--- src/rtl/usb_arb_pkg.sv ---
// Shared types and helpers for the usb_cdc IN-side stream arbiter.
// Holds the FSM encoding, clog2 and default counter widths.
package usb_arb_pkg;

  typedef enum logic {
    ST_IDLE  = 1'b0,
    ST_GRANT = 1'b1
  } arb_state_t;

  function automatic int clog2(input int v);
    int r = 0;
    for (int p = 1; p < v; p = p * 2) r++;
    return r;
  endfunction

  localparam int DEF_MAX_BURST    = 8;
  localparam int DEF_IDLE_TIMEOUT = 16;
  localparam int BEAT_W = clog2(DEF_MAX_BURST + 1);
  localparam int TO_W   = clog2(DEF_IDLE_TIMEOUT + 1);

endpackage

--- src/rtl/in_stream_arbiter_rr_picker.sv ---
// Round-robin picker: first set req bit at or above ptr, wrapping.
// Ports: req, ptr in; one-hot gnt and found flag out.
module rr_picker
  import usb_arb_pkg::*;
#(
  parameter int N = 2,
  parameter int IW = clog2(N)
) (
  input  logic [N-1:0]  req,
  input  logic [IW-1:0] ptr,
  output logic [N-1:0]  gnt,
  output logic          found
);

  logic [IW-1:0] idx;

  always_comb begin
    gnt   = '0;
    found = 1'b0;
    idx   = '0;
    for (int i = 0; i < N; i++) begin
      idx = IW'((int'(ptr) + i) % N);
      if (!found && req[idx]) begin
        gnt[idx] = 1'b1;
        found    = 1'b1;
      end
    end
  end

endmodule

--- src/rtl/in_stream_arbiter.sv ---
// Packet-locked round-robin arbiter sharing the usb_cdc IN stream.
// Ports: clk_i/rst_i, per-source data/valid/last/ready, IN stream, grant_o, busy_o.
module in_stream_arbiter
  import usb_arb_pkg::*;
#(
  parameter int N_SRC        = 2,
  parameter int MAX_BURST    = DEF_MAX_BURST,
  parameter int IDLE_TIMEOUT = DEF_IDLE_TIMEOUT
) (
  input  logic               clk_i,
  input  logic               rst_i,
  input  logic [8*N_SRC-1:0] src_data_i,
  input  logic [N_SRC-1:0]   src_valid_i,
  input  logic [N_SRC-1:0]   src_last_i,
  output logic [N_SRC-1:0]   src_ready_o,
  output logic [7:0]         in_data_o,
  output logic               in_valid_o,
  input  logic               in_ready_i,
  output logic [N_SRC-1:0]   grant_o,
  output logic               busy_o
);

  localparam int IW = clog2(N_SRC);
  localparam int BW = clog2(MAX_BURST + 1);
  localparam int TW = clog2(IDLE_TIMEOUT + 1);

  arb_state_t state_q, state_d;

  logic [N_SRC-1:0] grant_q;
  logic [IW-1:0]    own_q;
  logic [IW-1:0]    ptr_q;
  logic [BW-1:0]    beat_q;
  logic [TW-1:0]    to_q;

  logic [N_SRC-1:0] pick;
  logic             found;
  logic [IW-1:0]    pick_idx;

  logic valid_g;
  logic last_g;
  logic xfer;
  logic rel;

  rr_picker #(
    .N  (N_SRC),
    .IW (IW)
  ) u_pick (
    .req   (src_valid_i),
    .ptr   (ptr_q),
    .gnt   (pick),
    .found (found)
  );

  always_comb begin
    pick_idx = '0;
    for (int i = 0; i < N_SRC; i++)
      if (pick[i]) pick_idx = pick_idx | IW'(i);
  end

  assign valid_g = src_valid_i[own_q];
  assign last_g  = src_last_i[own_q];
  assign xfer    = valid_g & in_ready_i;

  // Timeout fires on the edge where the idle count would reach the limit.
  always_comb begin
    rel = 1'b0;
    if (xfer && (last_g || beat_q == BW'(MAX_BURST - 1)))
      rel = 1'b1;
    if (!valid_g && to_q == TW'(IDLE_TIMEOUT - 1))
      rel = 1'b1;
  end

  always_ff @(posedge clk_i) begin
    if (rst_i) state_q <= ST_IDLE;
    else       state_q <= state_d;
  end

  always_comb begin
    state_d = state_q;
    unique case (state_q)
      ST_IDLE:  if (found) state_d = ST_GRANT;
      ST_GRANT: if (rel)   state_d = ST_IDLE;
      default:             state_d = ST_IDLE;
    endcase
  end

  always_comb begin
    in_data_o   = '0;
    in_valid_o  = 1'b0;
    src_ready_o = '0;
    if (state_q == ST_GRANT) begin
      in_data_o          = src_data_i[{own_q, 3'b000} +: 8];
      in_valid_o         = valid_g;
      src_ready_o[own_q] = in_ready_i;
    end
  end

  assign grant_o = grant_q;
  assign busy_o  = (state_q == ST_GRANT);

  always_ff @(posedge clk_i) begin
    if (rst_i) begin
      grant_q <= '0;
      own_q   <= '0;
      ptr_q   <= '0;
      beat_q  <= '0;
      to_q    <= '0;
    end else if (state_q == ST_IDLE) begin
      beat_q <= '0;
      to_q   <= '0;
      if (found) begin
        grant_q <= pick;
        own_q   <= pick_idx;
      end
    end else if (rel) begin
      grant_q <= '0;
      ptr_q   <= (own_q == IW'(N_SRC - 1)) ? '0 : own_q + 1'b1;
    end else begin
      if (xfer)    beat_q <= beat_q + 1'b1;
      if (valid_g) to_q   <= '0;
      else         to_q   <= to_q + 1'b1;
    end
  end

endmodule
--- config.mk ---
export PLATFORM = sky130hd
export DESIGN_NAME = in_stream_arbiter
export DESIGN_NICKNAME = d
export VERILOG_FILES = /design/src/rtl/usb_arb_pkg.sv /design/src/rtl/in_stream_arbiter_rr_picker.sv /design/src/rtl/in_stream_arbiter.sv
export SDC_FILE = /design/constraint.sdc
export NUM_CORES = 1
export LEC_CHECK = 0
export BUFFER_PORTS_ARGS = -buffer_cell sky130_fd_sc_hd__buf_4
export CORE_MARGIN = 3
export CORE_UTILIZATION = 53
export CTS_BUF_LIST = sky130_fd_sc_hd__clkbuf_2 sky130_fd_sc_hd__clkbuf_4 sky130_fd_sc_hd__clkbuf_8
export CTS_CLUSTER_SIZE = 25
export DETAILED_ROUTE_END_ITERATION = 7
export PLACE_DENSITY = 0.83
export SYNTH_ARGS = -nofsm -noshare
export SYNTH_HDL_FRONTEND = slang
export SYNTH_SLANG_ARGS = --single-unit
--- constraint.sdc ---
create_clock -name clk_i -period 5.1 [get_ports clk_i]
set_input_delay 0.51 -clock clk_i [delete_from_list [all_inputs] [get_ports clk_i]]
set_output_delay 0.51 -clock clk_i [all_outputs]
set_load 0.03 [all_outputs]
==> metrics.yaml <==
grt_overflow: 0
dp_hpwl_um: 1840
dieArea_um2: 2240
grt_pass1_vias: 802
max_stage_delay_ns: 0.85
grt_max_degree: 21
crit_slowest_cell: "dfxtp_1"
post-cts-setup-buffers: 0
worstMarginPinSlew_ns: 0.803
fillers: 130
synth_top_area_share_pct: 30.9
dieWidth_um: 47.3
use_met2_pct: 38.2
fin_tns_setup_ns: 0
hold_violations: 0
final_area_um2: 1210
core_um2: 1560
startpoint_type: "flop"
use_met1_pct: 28.1
power_mw: 0.281
required_ns: 4.59
grt.met3_usage_pct: 4.60
syn-num-nets: 128
ant_nets: 0
place_area_um2: 1170
place.gp.congestion: 0.748
drcViolationCount: 0
grt_pass1_wl_um: 3580
crit_path_end_kind: "primary output"
syn-cell-area_um2: 906
timing.critical_path.to: "in_valid_o"
clk_pin_slew_ns: 0.09
reg2reg_setup_slack_ns: 2.94
cp-startpoint: "own_q"
numPortBuffers: 36
holdCritPathClass: "in2reg"
cp_cell_sequence: "mux2_4 > and2_1 > buf_4"
synth_area_leaders: "dfxtp_1 (31%), mux2i_1 (9.9%), nor2b_1 (6.2%), a21oi_1 (4.4%), ha_1 (4.1%)"
drt-wirelength-per-cell_um: 15.3
drv_cap: 0
io_pins: 37
reg2reg_from: "own_q"
area_growth_pct: 33.4
drive_gt1_share_pct: 34.1
grt.total_usage_pct: 23.3
clock_latency_ns: 0.29
status: "completed"
drt_first_pass_iters: 4
num_vias: 888
cts_root_buffer: "clkbuf_4"
arrival_ns: 1.88
clock_skew_ns: 0.00447
synth-seq-area-share_pct: 30.9
worst-setup-path-type: "reg2out"
start_util_pct: 58.1
yosysTopAreaCell: "dfxtp_1"
ys_warn_count: 0
fin_nets: 165
clock-sinks: 14
dp_cells: 150
synthesis.instances: 102
r2r-end: "grant_o[1]"
synth-seq-cells: 14
leakage_nw: 0.536
fin_cells: 154
rsz0062_at_grt: "false"
maxSlewHeadroom_pct: 46.4
antenna_found_initial: 0
ir_worst_vdd_uv: 209
post-route-min-period_ns: 2.39
utilization_pct: 77.5
cts_buffer_depth: 2
rr_worst_depth: 4
power_density_nw_per_um2: 233
grt.busiest_layer: "met2"
cts_tree: "done"
finalWirelength_um: 2360
numCtsBuffers: 3
layout_worst_path_cycle_share_pct: 46.8
fmax_mhz: 419
cts_hold_buf: 0
setup_viol: 0
drv_slew: 0
drt-vias-per-instance: 5.77
postCtsResizedCells: 0
synth_cell_types: 34
htree_levels: 1
dr.first_iter.drc_count: 10
diodes: 0
die_y_um: 47.3
path_max_fanout: 15
syn_area_per_cell_um2: 8.88
rows: 14
cell usage in the layout, fill, tap and decap left out:
master,count
nand4_2,1
or3_1,4
o21a_1,1
nor2b_1,9
mux2i_1,9
clkbuf_8,1
o211a_1,1
o31ai_1,1
a41o_1,2
or4_1,1
mux2i_4,1
a21oi_1,8
ha_1,3
nand3b_2,1
nand3_1,2
and4b_1,1
a211o_1,1
nand2_1,4
o21ai_1,5
inv_1,7
dfxtp_1,14
clkbuf_4,3
mux2_4,1
and2_1,1
a211oi_4,1
o21ai_0,5
a211oi_2,1
xor2_1,1
o221a_1,1
mux2i_2,1
nor2_1,7
and3_1,2
o21bai_1,1
buf_4,36
where the power goes:
part / leakage (nW) / switching (mW) / total, mW / internal, mW
registers: 0.114 / 0.00857 / 0.121 / 0.113
clock network: 0.0210 / 0.0391 / 0.0827 / 0.0435
logic: 0.401 / 0.0400 / 0.0770 / 0.0370
Yosys cell counts (all sizes together):
master  instances
mux2            1
inv             7
nor2            7
nand4           1
nor2b           9
xor2            1
and2            1
o21ai          10
and3            2
mux2i          11
o221a           1
o211a           1
o21a            1
o31ai           1
a41o            2
a21oi           8
nand3b          1
a211o           1
and4b           1
ha              3
or3             4
dfxtp          14
or4             1
clkbuf          2
nand2           4
nand3           2
a211oi          2
o21bai          1
buf             2
worst max-delay path, delay by kind of cell (launching register included):
| kind | cells | cell delay [ns] |
|---|---|---|
| flip-flops | 1 | 0.85 |
| multiplexers | 1 | 0.40 |
| AND/OR/NAND/NOR | 1 | 0.17 |
| buffers and inverters | 1 | 0.17 |
kinds of logic (layout without fill, tap and decap cells):
| group | Yosys count | count (layout) | share of synthesized area (%) |
|---|---|---|---|
| compound gates | 28 | 28 | 21.5 |
| xor+xnor | 1 | 1 | 0.967 |
| fa+ha+maj | 3 | 3 | 4.14 |
| buf+inv | 11 | 47 | 5.53 |
| flops | 14 | 14 | 30.9 |
| mux | 12 | 12 | 15.6 |
| simple gates | 33 | 33 | 21.3 |
worst min path at each step:
stage / slack [ns] / to / cells past startpoint / from
6_report: 0.42 / ptr_q / 2 / rst_i
5_1_grt: 0.41 / ptr_q / 2 / rst_i
4_1_cts: 0.41 / ptr_q / 2 / rst_i
3_5_place_dp: 0.48 / ptr_q / 2 / ptr_q
3_3_place_gp: 0.46 / to_q[3] / 2 / to_q[3]
2_1_floorplan: 0.44 / ptr_q / 2 / ptr_q
area by class of cell:
class	instances	area (um2)	share of cell area, %
Inverter	7	26.3	2.17
Timing Repair Buffer	36	270	22.4
Clock buffer	4	36.3	3.00
Multi-Input combinational cell	77	576	47.6
Sequential cell	14	280	23.2
Tap cell	16	20.0	1.66
registers in the layout, summed over array words and instances, names as in the netlist:
signal / flops
grant_o: 2
ptr_q: 1
busy_o: 1
own_q: 1
beat_q: 4
to_q: 5
metrics by stage:
step	hold slack (ns)	setup slack [ns]
6_report	0.417	2.71
5_1_grt	0.405	2.64
4_1_cts	0.412	2.72
3_5_place_dp	0.484	2.99
3_3_place_gp	0.458	3.06
2_1_floorplan	0.442	3.18
metal layers:
metal / wire [um] / part of all wire, % / vias up
li1: - / - / 436
met1: 991 / 42 / 424
met2: 1240 / 52 / 19
met3: 61 / 2.6 / 9
met4: 70 / 3.0 / 0
met5: 0 / 0 / -
Power figures use the tool's default switching activity.
